==> config.mk <==
export PLATFORM = sky130hd
export DESIGN_NAME = axis_event_arbiter
export DESIGN_NICKNAME = d
export VERILOG_FILES = /design/src/rtl/axis_event_arbiter.sv
export SDC_FILE = /design/constraint.sdc
export NUM_CORES = 1
export LEC_CHECK = 0
export CORE_MARGIN = 2
export CORE_UTILIZATION = 35
export DETAILED_ROUTE_END_ITERATION = 10
export PLACE_DENSITY = 0.82
export SYNTH_ARGS = -nofsm -noshare
export SYNTH_HDL_FRONTEND = slang
export SYNTH_SLANG_ARGS = --single-unit
==> constraint.sdc <==
create_clock -name clk -period 2.5 [get_ports clk]
set_input_delay 0.5 -clock clk [delete_from_list [all_inputs] [get_ports clk]]
set_output_delay 0.5 -clock clk [all_outputs]
set_load 0.05 [all_outputs]
==> src/rtl/axis_event_arbiter.sv <==
// Packet-atomic round-robin merge of N AXI-Stream event sources.
// Each forwarded packet is preceded by a one-beat source-index header.
module axis_event_arbiter #(
  parameter int          N_SOURCES          = 4,
  parameter int          C_AXIS_TDATA_WIDTH = 32,
  parameter logic [15:0] HEADER_MAGIC       = 16'hE5E5
) (
  input  logic                                    clk,
  input  logic                                    resetn,
  input  logic                                    run,
  input  logic [N_SOURCES-1:0]                    s_axis_tvalid,
  input  logic [N_SOURCES*C_AXIS_TDATA_WIDTH-1:0] s_axis_tdata,
  input  logic [N_SOURCES-1:0]                    s_axis_tlast,
  output logic [N_SOURCES-1:0]                    s_axis_tready,
  output logic                                    m_axis_tvalid,
  output logic [C_AXIS_TDATA_WIDTH-1:0]           m_axis_tdata,
  output logic                                    m_axis_tlast,
  input  logic                                    m_axis_tready,
  output logic                                    busy,
  output logic [3:0]                              grant_id,
  output logic [31:0]                             packet_count
);

  localparam int W  = C_AXIS_TDATA_WIDTH;
  localparam int IW = (N_SOURCES > 1) ? $clog2(N_SOURCES) : 1;

  typedef enum logic [1:0] {
    IDLE,
    HEADER,
    DATA
  } state_t;

  state_t        state;
  state_t        state_nx;
  logic [IW-1:0] rr_ptr;
  logic [IW-1:0] gnt;
  logic [IW-1:0] pick;
  logic [IW-1:0] rr_nx;
  logic [IW:0]   idx;
  logic [IW:0]   nxt;
  logic          pick_vld;
  logic          grant_en;
  logic          beat_last;
  logic [W-1:0]  hdr;
  logic [W-1:0]  sdata [N_SOURCES];

  for (genvar i = 0; i < N_SOURCES; i++) begin : g_split
    assign sdata[i] = s_axis_tdata[i*W +: W];
  end

  // Scan downward so the nearest requester at or after rr_ptr wins.
  always_comb begin
    pick_vld = 1'b0;
    pick     = '0;
    idx      = '0;
    for (int k = N_SOURCES - 1; k >= 0; k--) begin
      idx = {1'b0, rr_ptr} + (IW+1)'(k);
      if (idx >= (IW+1)'(N_SOURCES))
        idx = idx - (IW+1)'(N_SOURCES);
      if (s_axis_tvalid[idx[IW-1:0]]) begin
        pick_vld = 1'b1;
        pick     = idx[IW-1:0];
      end
    end
  end

  always_comb begin
    nxt = {1'b0, pick} + (IW+1)'(1);
    if (nxt >= (IW+1)'(N_SOURCES))
      nxt = '0;
    rr_nx = nxt[IW-1:0];
  end

  assign grant_en  = (state == IDLE) && run && pick_vld;
  assign beat_last = s_axis_tvalid[gnt] & s_axis_tlast[gnt]
                   & m_axis_tready;

  always_ff @(posedge clk or negedge resetn) begin
    if (!resetn)
      state <= IDLE;
    else
      state <= state_nx;
  end

  always_comb begin
    state_nx = state;
    unique case (state)
      IDLE:    if (run && pick_vld) state_nx = HEADER;
      HEADER:  if (m_axis_tready)   state_nx = DATA;
      DATA:    if (beat_last)       state_nx = IDLE;
      default:                      state_nx = IDLE;
    endcase
  end

  always_ff @(posedge clk or negedge resetn) begin
    if (!resetn) begin
      rr_ptr       <= '0;
      gnt          <= '0;
      packet_count <= '0;
    end else begin
      if (grant_en) begin
        gnt    <= pick;
        rr_ptr <= rr_nx;
      end
      if (state == DATA && beat_last)
        packet_count <= packet_count + 32'd1;
    end
  end

  always_comb begin
    hdr              = '0;
    hdr[W-1 -: 16]   = HEADER_MAGIC;
    hdr[3:0]         = grant_id;
  end

  always_comb begin
    m_axis_tvalid = 1'b0;
    m_axis_tdata  = '0;
    m_axis_tlast  = 1'b0;
    s_axis_tready = '0;
    unique case (state)
      HEADER: begin
        m_axis_tvalid = 1'b1;
        m_axis_tdata  = hdr;
      end
      DATA: begin
        m_axis_tvalid      = s_axis_tvalid[gnt];
        m_axis_tdata       = sdata[gnt];
        m_axis_tlast       = s_axis_tlast[gnt];
        s_axis_tready[gnt] = m_axis_tready;
      end
      default: ;
    endcase
  end

  assign busy     = (state != IDLE);
  assign grant_id = 4'(gnt);

endmodule

==> impl_metrics.env, run 1 <==
export IMPL_drc=0
export IMPL_grt_pass1_vias=3185
export IMPL_n_fill_cell=626
export IMPL_drv_slew=0
export IMPL_crit_fanout=16
export IMPL_synth_edf_count=0
export IMPL_fmax_mhz=412.2
export IMPL_dp_cells=589
export IMPL_relSlewSlack=0.4416
export IMPL_cts_buffers=5
export IMPL_drive_above_1_share=0.2287
export IMPL_initial_core_util=0.3609
export IMPL_rows=33
export IMPL_grt_overflow=0
export IMPL_rsz0062_at_grt="yes"
export IMPL_fin_util=0.7031
export IMPL_muxShareOfSynthArea=0.2744
export IMPL_via_count=3105
export IMPL_clockRootBuffer="clkbuf_8"
export IMPL_cp_end_kind="output pin"
export IMPL_multiInputGateArea_um2=1899
export IMPL_synth_cells=273
export IMPL_ys_seq_elements=38
export IMPL_async_flop_share=1.000
export IMPL_timing_rr_start="gnt[0]$_DFFE_PN0P_"
export IMPL_fin_crit_sh=0.9703
export IMPL_hold_path_class="in2async"
export IMPL_ys_top_cells_by_area="dfrtp_1, mux4_2, xnor2_1, nand2_1, and2_1"
export IMPL_synth_compound_area_share=0.04029
export IMPL_cts_sinks=38
export IMPL_synth_cell_area_um2=2950
export IMPL_finalWeightedCongestion=0.9334
export IMPL_core_area_um2=8175
export IMPL_setup_violations_final=0
export IMPL_viasPerCell=5.175
export IMPL_cts_max_level=2
export IMPL_synth_top_family_by_area="multiplexers"
export IMPL_use_met1=0.3012
export IMPL_yosys_top_cells_count="nand2_1, dfrtp_1, mux4_2"
export IMPL_postRouteAntennaNets=0
export IMPL_vdd_drop_max_mv=0.6014
export IMPL_use_met2=0.4190
export IMPL_dp_hpwl_um=9576
export IMPL_r2r_setup_slack_ps=370
export IMPL_drtPass1Iterations=4
export IMPL_synth_top_cell_area_share=0.3223
export IMPL_yosysWarnings=0
export IMPL_drt_total_wl_um=11440
export IMPL_stdcell_count=600
export IMPL_clk_latency_ps=300
export IMPL_crit_type="reg2out"
export IMPL_cts_path_max_buffers=2
export IMPL_yosys_area_share_simple=0.2019
export IMPL_whs_ps=300.2
export IMPL_track_usage=0.2453
export IMPL_start_kind="flop"
export IMPL_die_area_um2=9180
export IMPL_min_period_ps=2426
export IMPL_grt_pass1_wl_um=16820
export IMPL_status="finished, final reports clean"
export IMPL_avgSynthCellArea_um2=10.81
export IMPL_timing_max_cap_violations=0
export IMPL_synth_xor_area_frac=0.09500
export IMPL_ys_seq_area_frac=0.3223
export IMPL_die_height_um=95.81
export IMPL_grt_max_degree=39
export IMPL_die_x_um=95.81
export IMPL_cts_clk_slew_worst_paths_ps=80
export IMPL_cts_tree="done"
export IMPL_wl_per_cell_um=19.06
export IMPL_io_pins=215
export IMPL_required_ps=2000
export IMPL_ys_flop_type="dfrtp_1"
export IMPL_synthToLayoutAreaGrowth_pct=94.83
export IMPL_yosys_area_top_type="dfrtp_1"
export IMPL_yosys_cell_types_count=39
export IMPL_crit_start="gnt[0]$_DFFE_PN0P_"
export IMPL_antenna_found_initial=1
export IMPL_seqCellArea_um2=953.4
export IMPL_rr_worst_depth=6
export IMPL_final_nets=638
export IMPL_synth_most_common_cell="nand2_1"
export IMPL_drt_iter0_drc=74
export IMPL_power_density_nw_per_um2=870.6
export IMPL_hold_viol=0
export IMPL_synthAdderAreaFrac=0.02120
export IMPL_leakagePower_nw=2.380
export IMPL_cts_resized=0
export IMPL_worst_pin_slew_ps=837.5
export IMPL_cp_arrival_ps=1930
export IMPL_use_met3=0.05873
export IMPL_io_buffers=212
export IMPL_top_usage_layer="met2"
export IMPL_fin_skew_ps=7.508
registers in the layout, summed over array words and instances, names as in the netlist:
register	cells
packet_count	32
gnt	2
rr_ptr	2
state	2
power breakdown:
group / leakage [nW] / switching [mW] / total, mW / internal, mW
Combinational: 1.83 / 1.91 / 3.77 / 1.86
Sequential: 0.504 / 0.114 / 0.799 / 0.685
Clock: 0.0472 / 0.217 / 0.438 / 0.221
Total: 2.38 / 2.24 / 5.00 / 2.77
cell usage in the layout, fill, tap and decap left out, types with 3 or more instances in the layout:
master and n:
nand4_1 10, buf_4 17, nand3_1 9, xnor2_1 22
dfrtp_1 36, mux4_2 34, xor2_1 10, ha_1 5
nand2_1 36, inv_1 11, nand2_2 4, buf_12 39
clkbuf_8 6, and3_1 7, nor2_1 10, nor3b_2 3
a21oi_1 6, and2_1 22, nor3_1 5, clkdlybuf4s50_1 171
mux2_2 3
final cells by class:
type	instances	area share
Tap cell	105	0.02286
Clock inverter	2	0.002177
Multi-Input combinational cell	209	0.3304
Antenna cell	1	0.0004354
Inverter	11	0.007183
Timing Repair Buffer	228	0.4567
Clock buffer	6	0.01437
Sequential cell	38	0.1659
worst max-delay path, stage by stage, from the launching register on:
cell and delay [ps]:
dfrtp_2 480, buf_12 210, mux4_2 570, and2_1 210
buf_12 150
final timing paths:
check	endpoint
setup / recovery	m_axis_tdata[27]
setup reg to reg	packet_count[17]$_DFFE_PN0P_
max in group asynchronous	gnt[1]$_DFFE_PN0P_
hold / removal	packet_count[30]$_DFFE_PN0P_
hold reg to reg	packet_count[31]$_DFFE_PN0P_
min in group clk	packet_count[31]$_DFFE_PN0P_
metrics by stage:
stage	cell area, µm²	power (mW)	worst slack (ps)	TNS, ps
global placement	5635	4.516	181.6	0
global route	5748	5.244	-3.437	-3.437
finish	5748	5.004	74.26	0
floorplan	2984	2.935	15.23	0
detailed placement	5635	4.570	130.0	0
CTS	5746	5.041	64.48	0
cells by family (layout without fill, tap and decap cells):
family,Yosys count,after routing
other cells,1,3
xor+xnor,32,32
flops,38,38
fa+ha+maj,5,5
compound gates,17,17
simple gates,115,115
mux,38,38
buf+inv,27,247
timing repair:
action / in CTS / in global routing
buffers inserted: 2 / 0
endpoints found under the setup margin: 13 / 1
hold buffers: 0 / 0
pin swaps: 0 / 0
metal layers:
metal	share of wire	wire length (µm)	up-vias
met4	0.034	384	0
met1	0.39	4476	1503
met5	0	0	-
met2	0.49	5650	143
li1	-	-	1433
met3	0.081	925	26
(Power assumes the default switching activity.)
==> run 2, diff against run 1 <==
--- a/config.mk
+++ b/config.mk
@@ -9,6 +9,8 @@
 export CORE_UTILIZATION = 35
 export DETAILED_ROUTE_END_ITERATION = 10
 export PLACE_DENSITY = 0.82
+export REMOVE_ABC_BUFFERS = 1
+export SKIP_CTS_REPAIR_TIMING = 1
 export SYNTH_ARGS = -nofsm -noshare
 export SYNTH_HDL_FRONTEND = slang
 export SYNTH_SLANG_ARGS = --single-unit
==> run 2 against run 1 <==
Cell area grew 1.3%. Core utilization grew 0.95 points. Critical path depth grew 2. Largest cell class unchanged. Sequential share of layout area shrank 0.20 points. Largest power group unchanged. Worst setup slack lost 11 ps. Global-route usage grew 2.7 points. Combinational power grew 3%. Maximum frequency shrank 0.44%. Register-to-register slack lost 60 ps.
==> impl_metrics.env, run 2 (synthesis results as in run 1) <==
export IMPL_timing_max_cap_violations=0
export IMPL_rsz0062_at_grt="yes"
export IMPL_stdcell_count=602
export IMPL_start_kind="flop"
export IMPL_grt_overflow=0
export IMPL_cts_buffers=5
export IMPL_final_common_cell="clkdlybuf4s50_1"
export IMPL_die_x_um=95.81
export IMPL_setup_violations_final=0
export IMPL_die_area_um2=9180
export IMPL_io_pins=215
export IMPL_synthToLayoutAreaGrowth_pct=97.46
export IMPL_min_period_ps=2436
export IMPL_use_met2=0.4796
export IMPL_drtPass1Iterations=4
export IMPL_drive_above_1_share=0.2222
export IMPL_power_density_nw_per_um2=907.0
export IMPL_fin_total_pwr_mw=5.284
export IMPL_cts_clk_slew_worst_paths_ps=80
export IMPL_timing_rr_start="gnt[0]$_DFFE_PN0P_"
export IMPL_grt_pass1_wl_um=18200
export IMPL_final_nets=639
export IMPL_grt_pass1_vias=3203
export IMPL_leakagePower_nw=2.415
export IMPL_vdd_drop_max_mv=0.6384
export IMPL_crit_fanout=32
export IMPL_worst_pin_slew_ps=842.4
export IMPL_cp_end_kind="output pin"
export IMPL_drt_total_wl_um=12650
export IMPL_n_fill_cell=582
export IMPL_drv_slew=0
export IMPL_r2r_end="packet_count[29]$_DFFE_PN0P_"
export IMPL_wl_per_cell_um=21.01
export IMPL_die_height_um=95.81
export IMPL_finalWeightedCongestion=0.9057
export IMPL_cts_sinks=38
export IMPL_crit_family="buffers and inverters"
export IMPL_cts_max_level=2
export IMPL_critPathMaxStageDelay_ps=380
export IMPL_initial_core_util=0.3609
export IMPL_crit_type="reg2out"
export IMPL_cts_tree="done"
export IMPL_cp_arrival_ps=1940
export IMPL_clockRootBuffer="clkbuf_8"
export IMPL_fin_crit_sh=0.9745
export IMPL_fin_skew_ps=4.174
export IMPL_clk_latency_ps=290
export IMPL_antenna_found_initial=2
export IMPL_fin_util=0.7126
export IMPL_cp_common_cell="buf_12"
export IMPL_drc=0
export IMPL_drt_iter0_drc=92
export IMPL_dp_hpwl_um=10280
export IMPL_dp_cells=588
export IMPL_r2r_setup_slack_ps=310
export IMPL_final_cell_mix="clkdlybuf4s50_1, buf_12, nand2_1, dfrtp_1, mux4_2"
export IMPL_postRouteAntennaNets=0
export IMPL_track_usage=0.2721
export IMPL_via_count=3146
export IMPL_grt_max_degree=41
export IMPL_largest_register="packet_count"
export IMPL_hold_path_class="in2async"
export IMPL_status="finished, final reports clean"
export IMPL_hold_viol=0
export IMPL_rr_worst_depth=7
export IMPL_largest_register_ffs=32
export IMPL_rows=33
export IMPL_core_area_um2=8175
export IMPL_fmax_mhz=410.4
export IMPL_use_met3=0.05325
export IMPL_crit_chain="inv_1 -> ha_1 -> and2_0 -> buf_12 -> a32o_1 -> buf_12"
export IMPL_worst_path_buf_inv=3
export IMPL_viasPerCell=5.226
export IMPL_required_ps=2000
export IMPL_io_buffers=212
export IMPL_cp_slowest_cell="dfrtp_1"
export IMPL_relSlewSlack=0.4384
export IMPL_cts_path_max_buffers=2
export IMPL_top_usage_layer="met2"
export IMPL_use_met1=0.3292
## run 2: cell count changes in the layout (fill, tap and decap cells not counted), sizes merged
cell           previous run  this run
clkdlybuf4s50           171       170
buf                      57        59
clkinvlp                  1         0
bufinv                    0         2
diode                     1         2
clkbuf                    6         5
## run 2: worst register-to-register path: stages (launching register included)
cell     delay, ps
dfrtp_4        550
buf_4          190
mux4_2         370
and2_1         220
and4b_1        320
buf_4          170
nand3_1         90
xnor2_1        200
## run 2: cell type report
class,instances,area [µm²],share of cell area
Antenna cell,2,5.005,0.0008591
Sequential cell,38,954.7,0.1639
Tap cell,105,131.4,0.02255
Clock buffer,5,68.82,0.01181
Timing Repair Buffer,229,2671,0.4585
Inverter,11,41.29,0.007088
Multi-Input combinational cell,209,1884,0.3235
Clock inverter,3,68.82,0.01181
## run 2: where the power goes
group	switching, mW	total (mW)	internal, mW
Combinational	1.96	3.87	1.92
Clock	0.233	0.633	0.400
Sequential	0.0918	0.779	0.687
Total	2.28	5.28	3.00
## run 2: routing by layer
metal / vias up / part of all wire / wire (µm)
met1: 1541 / 0.39 / 4890
met3: 25 / 0.072 / 913
met4: 0 / 0.034 / 430
met2: 146 / 0.51 / 6417
li1: 1434 / - / -
met5: - / 0 / 0
## run 2: stage by stage
step           setup TNS [ps]  setup slack, ps  cell area, µm²  hold WS (ps)
6_report                    0            63.63            5826         305.3
5_1_grt                -21.03           -10.75            5826         366.4
4_1_cts                 -2252           -162.3            5762         327.2
3_5_place_dp                0            86.95            5624         489.5
3_3_place_gp                0            130.9            5624         471.7
2_1_floorplan          -55490            -1095            2867         204.4
## run 2: worst max-delay path by stage
stage	slack (ps)	to	cells after the start	start
after global routing	-10	m_axis_tdata[29]	7	state[0]$_DFFE_PN0P_
final	60	m_axis_tdata[0]	6	state[0]$_DFFE_PN0P_
after detailed placement	90	packet_count[29]$_DFFE_PN0P_	7	s_axis_tvalid[3]
after floorplan	-1090	s_axis_tready[1]	1	gnt[0]$_DFFE_PN0P_
after global placement	130	packet_count[17]$_DFFE_PN0P_	6	s_axis_tvalid[3]
after CTS	-160	m_axis_tdata[21]	5	gnt[0]$_DFFE_PN0P_
==> run 3, diff against run 2 <==
--- a/config.mk
+++ b/config.mk
@@ -5,12 +5,14 @@
 export SDC_FILE = /design/constraint.sdc
 export NUM_CORES = 1
 export LEC_CHECK = 0
+export CAP_MARGIN = 10
 export CORE_MARGIN = 2
 export CORE_UTILIZATION = 35
 export DETAILED_ROUTE_END_ITERATION = 10
-export PLACE_DENSITY = 0.82
+export PLACE_DENSITY = 0.9
 export REMOVE_ABC_BUFFERS = 1
 export SKIP_CTS_REPAIR_TIMING = 1
+export SLEW_MARGIN = 20
 export SYNTH_ARGS = -nofsm -noshare
 export SYNTH_HDL_FRONTEND = slang
 export SYNTH_SLANG_ARGS = --single-unit
==> run 3 against run 2 <==
Worst hold slack improved by 7.8 ps. Core utilization fell by 0.47 points. Cell area fell by 0.67%. Worst setup slack improved by 18 ps. Critical path depth fell by 2. Register-to-register slack improved by 20 ps. Critical path type unchanged. Critical endpoint is now m_axis_tdata[1].
==> impl_metrics.env, run 3 (synthesis results as in run 1) <==
export IMPL_status="finished, final reports clean"
export IMPL_min_period_ps=2419
export IMPL_drt_iter0_drc=150
export IMPL_synthToLayoutAreaGrowth_pct=96.14
export IMPL_place_ws_ps=92.47
export IMPL_drt_total_wl_um=12390
export IMPL_fin_skew_ps=6.390
export IMPL_timing_max_cap_violations=0
export IMPL_final_common_cell="clkdlybuf4s50_1"
export IMPL_fin_tns_setup_ps=0
export IMPL_postRouteAntennaNets=0
export IMPL_crit_chain="buf_12 -> mux4_2 -> a32o_1 -> buf_12"
export IMPL_io_buffers=212
export IMPL_cp_slowest_cell="mux4_2"
export IMPL_setup_violations_final=0
export IMPL_cts_clk_slew_worst_paths_ps=80
export IMPL_cp_arrival_ps=1920
export IMPL_drive_above_1_share=0.2289
export IMPL_track_usage=0.2650
export IMPL_finalWeightedCongestion=0.9176
export IMPL_clk_latency_ps=290
export IMPL_internal_power_mw=2.861
export IMPL_n_fill_cell=568
export IMPL_drc=0
export IMPL_design_area_um2=5787
export IMPL_cp_end_kind="output pin"
export IMPL_core_area_um2=8175
export IMPL_grt_pass1_vias=3309
export IMPL_cts_path_max_buffers=2
export IMPL_largest_register_ffs=32
export IMPL_rows=33
export IMPL_antenna_found_initial=3
export IMPL_cts_max_level=2
export IMPL_initial_core_util=0.3609
export IMPL_crit_fanout=16
export IMPL_viasPerCell=5.251
export IMPL_swShare=0.4422
export IMPL_grt_max_degree=39
export IMPL_hold_viol=0
export IMPL_rsz0062_at_grt="no"
export IMPL_whs_ps=313.1
export IMPL_relSlewSlack=0.4349
export IMPL_seq_power_share=0.156
export IMPL_grt_pass1_wl_um=18000
export IMPL_leakagePower_nw=2.400
export IMPL_setup_ws_ps=81.44
export IMPL_fin_crit_sh=0.9674
export IMPL_worst_pin_slew_ps=847.6
export IMPL_drv_slew=0
export IMPL_dp_hpwl_um=10320
export IMPL_vdd_drop_max_mv=0.7960
export IMPL_grt_overflow=0
export IMPL_die_height_um=95.81
export IMPL_critPathMaxStageDelay_ps=510
export IMPL_cts_tree="done"
export IMPL_wl_per_cell_um=20.44
export IMPL_fmax_mhz=413.5
export IMPL_required_ps=2000
export IMPL_final_cell_mix="clkdlybuf4s50_1, nand2_1, buf_12, dfrtp_1, mux4_2"
export IMPL_die_x_um=95.81
export IMPL_r2r_setup_slack_ps=330
export IMPL_largest_register="packet_count"
export IMPL_cp_common_cell="buf_12"
export IMPL_via_count=3182
export IMPL_power_density_nw_per_um2=886.4
export IMPL_die_area_um2=9180
export IMPL_crit_type="reg2out"
export IMPL_p_clk_frac=0.101
export IMPL_drtPass1Iterations=5
export IMPL_rr_worst_depth=7
export IMPL_p_comb_frac=0.743
export IMPL_cts_sinks=38
export IMPL_cts_buffers=5
export IMPL_hold_path_class="in2async"
export IMPL_final_nets=642
export IMPL_fin_total_pwr_mw=5.129
export IMPL_p_switching_mw=2.268
export IMPL_start_kind="flop"
export IMPL_placed_cell_area_um2=5613
export IMPL_io_pins=215
export IMPL_clockRootBuffer="clkbuf_8"
run 3: layout make-up:
type	count	area, µm²	share of cell area
Timing Repair Buffer	232	2648	0.4575
Clock inverter	3	45.04	0.007784
Tap cell	105	131.4	0.02270
Multi-Input combinational cell	209	1889	0.3265
Antenna cell	3	7.507	0.001297
Clock buffer	5	68.82	0.01189
Inverter	11	41.29	0.007135
Sequential cell	38	955.9	0.1652
run 3: worst paths after layout:
path | startpoint | endpoint
max in group asynchronous | resetn | gnt[0]$_DFFE_PN0P_
worst min register to register | packet_count[17]$_DFFE_PN0P_ | packet_count[17]$_DFFE_PN0P_
worst max-delay path | gnt[0]$_DFFE_PN0P_ | m_axis_tdata[1]
worst max register to register | gnt[0]$_DFFE_PN0P_ | packet_count[21]$_DFFE_PN0P_
worst min-delay path | resetn | packet_count[24]$_DFFE_PN0P_
min in group clk | packet_count[17]$_DFFE_PN0P_ | packet_count[17]$_DFFE_PN0P_
run 3: layer usage:
metal	track usage	up-vias	wire [µm]
met5	0	-	0
met4	0.1202	0	476
met3	0.06735	26	1039
met2	0.4808	143	6359
met1	0.2891	1574	4509
li1	-	1439	-
run 3: critical path, delay by kind of cell, from the launching register on:
| kind | cells | cell delay [ps] |
|---|---|---|
| muxes | 1 | 510 |
| DFF | 1 | 500 |
| buffers and inverters | 2 | 350 |
| AOI/OAI and AO/OA | 1 | 260 |
run 3: per-stage QoR:
step / instances / util
after global placement: 591 / 0.6866
after floorplan: 258 / -
after detailed placement: 591 / 0.6866
after global routing: 606 / 0.7078
after CTS: 599 / 0.7005
final: 606 / 0.7078
run 3: power groups by stage:
stage | clock, mW | combinational, mW | sequential [mW]
final | 0.521 | 3.81 | 0.799
after global routing | 0.556 | 3.99 | 0.812
after CTS | 0.534 | 3.75 | 0.816
after detailed placement | 0 | 3.73 | 0.828
after global placement | 0 | 3.68 | 0.823
after floorplan | 0 | 1.81 | 1.06
